$ cat config.mk
export PLATFORM = sky130hd
export DESIGN_NAME = rr_hold_arbiter
export DESIGN_NICKNAME = d
export VERILOG_FILES = /design/src/rtl/arb_pkg.sv /design/src/rtl/rr_pick.sv /design/src/rtl/rr_hold_arbiter.sv
export SDC_FILE = /design/constraint.sdc
export NUM_CORES = 1
export LEC_CHECK = 0
export CAP_MARGIN = 20
export CELL_PAD_IN_SITES_DETAIL_PLACEMENT = 1
export CELL_PAD_IN_SITES_GLOBAL_PLACEMENT = 1
export CORE_AREA = 3 3 52 54
export DETAILED_ROUTE_END_ITERATION = 10
export DIE_AREA = 0 0 55 57
export GPL_TIMING_DRIVEN = 0
export PLACE_DENSITY_LB_ADDON = 0.1
export RECOVER_POWER = 50
export SYNTH_ARGS = -nofsm -noshare
export SYNTH_HDL_FRONTEND = slang
export SYNTH_SLANG_ARGS = --single-unit
$ cat constraint.sdc
create_clock -name clk -period 1.9 [get_ports clk]
set_clock_uncertainty 0.1 [all_clocks]
set_input_delay 0.19 -clock clk [delete_from_list [all_inputs] [get_ports clk]]
set_output_delay 0.19 -clock clk [all_outputs]
set_load 0.05 [all_outputs]
$ cat src/rtl/arb_pkg.sv
// Shared types and helpers for the round-robin arbiters.
// State encoding, width derivation and one-hot decode.
package arb_pkg;

  typedef enum logic {
    IDLE  = 1'b0,
    GRANT = 1'b1
  } state_t;

  function automatic int clog2(input int v);
    int r;
    r = 0;
    while ((1 << r) < v) r++;
    return r;
  endfunction

  function automatic int unsigned oh2idx(
    input logic [31:0] oh
  );
    int unsigned r;
    r = 0;
    for (int i = 0; i < 32; i++)
      if (oh[i]) r = i;
    return r;
  endfunction

endpackage

$ cat src/rtl/rr_pick.sv
// Masked round-robin pick: lowest request at or above ptr,
// falling back to the lowest request overall.
module rr_pick
  import arb_pkg::*;
#(
  parameter int N    = 4,
  parameter int ID_W = clog2(N)
) (
  input  logic [N-1:0]    req,
  input  logic [ID_W-1:0] ptr,
  output logic [N-1:0]    pick,
  output logic [ID_W-1:0] idx
);

  logic [N-1:0] mask;
  logic [N-1:0] masked;
  logic [N-1:0] lo_m;
  logic [N-1:0] lo_u;

  // Two lowest-set-bit encoders, masked one wins when non-empty
  always_comb begin
    mask = '0;
    for (int i = 0; i < N; i++)
      mask[i] = (ID_W'(i) >= ptr);
    masked = req & mask;
    lo_m   = masked & (~masked + N'(1));
    lo_u   = req & (~req + N'(1));
    pick   = (|masked) ? lo_m : lo_u;
    idx    = ID_W'(oh2idx(32'(pick)));
  end

endmodule

$ cat src/rtl/rr_hold_arbiter.sv
// Round-robin arbiter with grant hold and bounded tenure.
// Owner keeps the grant while req is high, preempted at MAX_HOLD.
module rr_hold_arbiter
  import arb_pkg::*;
#(
  parameter int N        = 4,
  parameter int MAX_HOLD = 8,
  parameter int CNT_W    = 4,
  parameter int ID_W     = 2
) (
  input  logic            clk,
  input  logic            rst_an,
  input  logic [N-1:0]    req,
  output logic [N-1:0]    grant,
  output logic [ID_W-1:0] owner,
  output logic            busy,
  output logic            preempt
);

  state_t           state;
  logic [CNT_W-1:0] hold_cnt;
  logic [ID_W-1:0]  ptr;
  logic [ID_W-1:0]  ptr_nxt;
  logic [ID_W-1:0]  pick_idx;
  logic [N-1:0]     pick;
  logic             own_req;
  logic             others;
  logic             at_limit;

  rr_pick #(
    .N    (N),
    .ID_W (ID_W)
  ) u_pick (
    .req  (req),
    .ptr  (ptr),
    .pick (pick),
    .idx  (pick_idx)
  );

  // Owner request, contention, tenure limit and next pointer
  always_comb begin
    own_req  = |(req & grant);
    others   = |(req & ~grant);
    at_limit = (MAX_HOLD != 0) &&
               (hold_cnt == CNT_W'(MAX_HOLD));
    ptr_nxt  = (pick_idx == ID_W'(N - 1)) ?
               '0 : pick_idx + ID_W'(1);
  end

  // Grant FSM; every release passes through one idle cycle
  always_ff @(posedge clk or negedge rst_an) begin
    if (!rst_an) begin
      state    <= IDLE;
      grant    <= '0;
      owner    <= '0;
      busy     <= 1'b0;
      preempt  <= 1'b0;
      hold_cnt <= '0;
      ptr      <= '0;
    end else begin
      preempt <= 1'b0;
      unique case (state)
        IDLE: begin
          if (|req) begin
            state    <= GRANT;
            grant    <= pick;
            owner    <= pick_idx;
            busy     <= 1'b1;
            ptr      <= ptr_nxt;
            hold_cnt <= CNT_W'(1);
          end
        end
        GRANT: begin
          if (!own_req || (at_limit && others)) begin
            state    <= IDLE;
            grant    <= '0;
            owner    <= '0;
            busy     <= 1'b0;
            hold_cnt <= '0;
            preempt  <= own_req;
          end else if (at_limit) begin
            hold_cnt <= CNT_W'(1);
          end else begin
            hold_cnt <= hold_cnt + CNT_W'(1);
          end
        end
      endcase
    end
  end

endmodule
==> metrics, run 1 <==
outcome=finished, final reports clean; Chip Width=55 um; RePlAce Congestion=0.797; I/O Buffers=12; Nets=119; H-tree depth=1; Antenna Cells=0; largest net degree at the start of global routing=16; Rows=17; FF+latch area=375 um2; initial antenna violation count=0; core area=0.00225 mm2; Compound-Gate Fraction of Synth Area=0.235; first-pass GRT wire length=3580 um; sequential share of the synthesized area=0.422; Synth-to-Final Area Change=20.5%; Post-Layout Inst Area=0.00107 mm2; Post-CTS Resized=0; f_max=543 MHz; placed inst area=0.00104 mm2; Final setup viols=0; final worst path period share=0.969; unrepaired setup endpoints after global routing=no; LEAKAGE=0.448 nW; TritonCTS buffer count=3; Post-Synth XOR/XNOR Area=0; TritonCTS clock tree=built; simple-gate share of the synthesized area=0.225; Detailed Route WL=2040 um; critical path cell sequence=clkdlybuf4s50_1; Synth async-reset ratio=1.00; hold path depth=3; crit path buf inv count=1; syn nets=102; Clk Latency, worst-skew pair=0.29 ns; relative slew slack=0.546; routed length on met2=980 um; Syn. warnings=0; mux cell area share after synthesis=0.0127; hpwl dp=1530 um; Req. time, crit path=1.61 ns; Final Hold Viols=0; cts hold-fix bufs=0; M1 WL=978 um; Worst path slowest cell=clkdlybuf4s50_1; top-count cell post-synth=dfrtp_1; CP startpoint kind=register; Setup CP Type=reg2out; share of the synthesized area in the top cell type=0.422; post-route setup TNS=0 ns; Syn Std Cell Area=890 um2; main combinational cell family by area after synthesis=compound AO/OA/AOI/OAI gates; IO Count=14; DIE AREA=0.00314 mm2; CTS root buf=clkbuf_4; Arr. time, crit path=1.55 ns; postcts setup bufs=0; fin. max-slew vios=0; DR DRC count=0; Worst Max-Slew Pin Slew=0.679 ns; GRT Util Overall=0.154; Post-synth EDFFs=0; worst reg2reg path depth=6; Crit. path cell count=1; DR iter-0 viols=7; routed wl met3=64 um; fin crit period=1.84 ns; synth cell count leaders=dfrtp_1, nand2_1, inv_1; Synth cell types=38; starting density of the core=0.395; Synth area leaders=dfrtp_1, nand2_1, nor2b_1, ha_1, nand2b_1; P per Cell Area=1630 mW/mm2; Avg WL per Cell=14.8 um; filler instances=275; VDD IR max=0.915 mV; Critical Path End Type=output port; post-synthesis cell type with the largest combined area=dfrtp_1; synthesis-stage register bit count=15; overflow left after global routing=0; final antenna-violating net count=0; DR pass1 iterations=2; average cell area after synthesis=9.46 um2; delay-heaviest family, CP=buffers and inverters; clk buf depth=2; clock sinks=15; Hold Path Class=in2reg; layout cells sized above 1=0.100; Top Metal Used=met4; vias in the first global route=789; CP max FO=5; Mapped Cells=94; area occupied by multi-input gates=445 um2; die height=57 um; Synth Area in Adders=0.0281; via/cell ratio=5.49; max-cap viol count=0; most common flop cell mapped by yosys=dfrtp_1; Vias=757; slowest stage delay, CP=0.83 ns; total power=1.74 mW; clock slew at reported path FFs=0.10 ns
==> state kept, by name, summed over array words and instances, names as in the netlist <==
register / cells
grant: 4
hold_cnt: 4
owner: 2
ptr: 2
busy: 1
preempt: 1
state: 1
==> cells by family after synthesis <==
family / after synthesis
flip-flops: 15
buffers and inverters: 10
adder cells (fa/ha/maj): 2
AND/OR/NAND/NOR: 37
multiplexers: 1
AO/OA/AOI/OAI: 29
==> routing by layer <==
metal	vias to the layer above	track usage
met4	0	0.0521
met5	-	0
met1	372	0.203
met2	10	0.250
met3	2	0.0235
li1	373	-
==> path summary, 6_finish.rpt <==
| kind | from | to | slack, ns |
|---|---|---|---|
| max in group asynchronous | rst_an | owner[0] | 1.00 |
| hold reg to reg | busy | busy | 0.43 |
| setup reg to reg | hold_cnt[0] | owner[0] | 0.14 |
| setup / recovery | grant[3] | grant[3] | 0.06 |
| hold / removal | req[1] | grant[1] | 0.08 |
| min in group asynchronous | rst_an | hold_cnt[0] | 0.27 |
==> power breakdown <==
part	switching [mW]	internal [mW]
registers	0.124	0.435
clock network	0.112	0.0783
logic	0.586	0.409
total	0.822	0.923
==> tightest hold or removal path: cells and delay by family <==
kind	cells	cell delay (ns)
AND/OR/NAND/NOR	1	0.06
AO/OA/AOI/OAI	1	0.07
buffers and inverters	1	0.11
==> final cells by class <==
class / count / area share
clock inverter: 1 / 0.00467
timing repair buffer: 12 / 0.112
tap: 28 / 0.0327
clock buffer: 3 / 0.0210
buffer: 4 / 0.0432
inverter: 6 / 0.0210
multi-input combinational: 69 / 0.415
sequential: 15 / 0.350
==> stage by stage <==
step,utilization,setup slack (ns),hold slack [ns],cells
2_1_floorplan,-,0.225,-0.206,94
3_3_place_gp,0.463,-0.0119,0.395,134
3_5_place_dp,0.463,0.00330,0.398,134
4_1_cts,0.476,0.0445,0.0793,138
5_1_grt,0.476,0.0113,0.0929,138
6_report,0.476,0.0582,0.0826,138
==> cells in the final DEF (no fill, tap or decap), drive strengths merged, types with 2 or more instances in the layout <==
| cell type | count |
|---|---|
| clkbuf | 4 |
| nand2 | 12 |
| a21oi | 4 |
| o21ai | 6 |
| or2 | 2 |
| nor2 | 4 |
| ha | 2 |
| clkdlybuf4s50 | 11 |
| nor2b | 5 |
| inv | 6 |
| dfrtp | 15 |
| nand3 | 3 |
| a211oi | 2 |
| buf | 3 |
| o22ai | 4 |
| a22o | 2 |
| nand2b | 4 |
(Power assumes the default switching activity.)
==> run 2: changes to the inputs <==
- MAX_ROUTING_LAYER: not set -> met4
==> metrics, run 2 (synthesis results as in run 1) <==
outcome=finished, final reports clean; reg-to-reg endpoint=owner[0]; fin. max-slew vios=0; clock slew at reported path FFs=0.10 ns; Rows=17; final worst path period share=0.969; H-tree depth=1; via/cell ratio=5.50; post-placement cell count=134; Worst Setup SP=grant[3]; worst reg2reg path depth=6; Nets=119; DR pass1 iterations=2; CP max FO=5; end of the critical path=grant[3]; first-pass GRT wire length=3580 um; DR DRC count=0; vias in the first global route=788; layout cells sized above 1=0.100; Post-Layout Cell Count=138; reg2reg setup slack=0.14 ns; postcts setup bufs=0; relative slew slack=0.546; CTS root buf=clkbuf_4; starting density of the core=0.395; hpwl dp=1530 um; Worst path slowest cell=clkdlybuf4s50_1; Clk Latency, worst-skew pair=0.29 ns; DIE AREA=0.00314 mm2; cts hold-fix bufs=0; Crit. path cell count=1; clk buf depth=2; TritonCTS buffer count=3; Final Hold Viols=0; Arr. time, crit path=1.55 ns; Detailed Route WL=2040 um; IO Count=14; Req. time, crit path=1.61 ns; overflow left after global routing=0; Final setup viols=0; fin crit period=1.84 ns; I/O Buffers=12; TritonCTS clock tree=built; slowest stage delay, CP=0.83 ns; Critical Path End Type=output port; clock sinks=15; largest net degree at the start of global routing=16; P per Cell Area=1630 mW/mm2; Post-CTS Resized=0; Vias=759; VDD IR max=0.914 mV; Regs by FF count=grant: 4 flops, hold_cnt: 4 flops; CP startpoint kind=register; worst slack, placed=0.00330 ns; r2r startpoint=hold_cnt[0]; initial antenna violation count=0; f_max=543 MHz; delay-heaviest family, CP=buffers and inverters; core area=0.00225 mm2; Setup CP Type=reg2out; critical path cell sequence=clkdlybuf4s50_1; GRT Util Overall=0.158; Worst Max-Slew Pin Slew=0.679 ns; crit path buf inv count=1; commonest non-fill, non-tap cell in the layout=dfrtp_1; unrepaired setup endpoints after global routing=no; Antenna Cells=0; LEAKAGE=0.448 nW; RePlAce Congestion=0.809; die height=57 um; final design utilization=0.476; Avg WL per Cell=14.8 um; filler instances=275; most frequent cells in the layout=dfrtp_1, nand2_1, clkdlybuf4s50_1; DR iter-0 viols=7; hold path depth=3; final worst slack=0.0582 ns; Chip Width=55 um; Synth-to-Final Area Change=20.5%; max-cap viol count=0; Hold Path Class=in2reg; final antenna-violating net count=0; Fin Hold WS=0.0826 ns
-- run 2: cell counts in the layout (fill, tap and decap cells not counted) --
No cell type changed its count.
-- run 2: worst min-delay path: cells and delay by family --
| family | cells | cell delay, ns |
|---|---|---|
| buffers and inverters | 1 | 0.11 |
| AOI/OAI and AO/OA | 1 | 0.07 |
| and+or+nand+nor | 1 | 0.06 |
-- run 2: cell type report --
class                      count  area, um2  area share
buffer                         4       46.3      0.0432
clock buffer                   3       22.5      0.0210
clock inverter                 1       5.00     0.00467
inverter                       6       22.5      0.0210
multi-input combinational     69        445       0.415
sequential                    15        375       0.350
tap                           28       35.0      0.0327
timing repair buffer          12        120       0.112
-- run 2: power breakdown --
group / internal (mW) / leakage (nW) / switching [mW]
combinational: 0.409 / 0.235 / 0.586
clock: 0.0783 / 0.0177 / 0.112
sequential: 0.435 / 0.195 / 0.123
-- run 2: how the worst min path moves through the flow --
stage                       from  slack [ns]  endpoint
after floorplan           rst_an       -0.21      busy
after global placement    req[1]        0.40  grant[1]
after detailed placement  req[1]        0.40  grant[1]
after CTS                 req[1]        0.08  grant[1]
after global routing      req[1]        0.09  grant[1]
final                     req[1]        0.08  grant[1]
-- run 2: layer usage --
metal | wire length, um | up-vias | GRT usage
met2 | 976 | 10 | 0.250
li1 | - | 373 | -
met3 | 64 | 4 | 0.0235
met4 | 25 | 0 | 0.0521
met1 | 976 | 372 | 0.203
met5 | 0 | - | -
-- run 2: stage by stage --
stage / area (um2) / total power, mW / setup TNS (ns)
global placement: 1040 / 1.55 / -0.0288
finish: 1070 / 1.74 / 0
detailed placement: 1040 / 1.56 / 0
floorplan: 890 / 1.27 / 0
CTS: 1070 / 1.76 / 0
global route: 1070 / 1.88 / 0
==> run 3: changes to the inputs <==
- TNS_END_PERCENT: not set -> 20
==> results of run 3 <==
Final layout, timing and power as in run 2 (identical DEF).
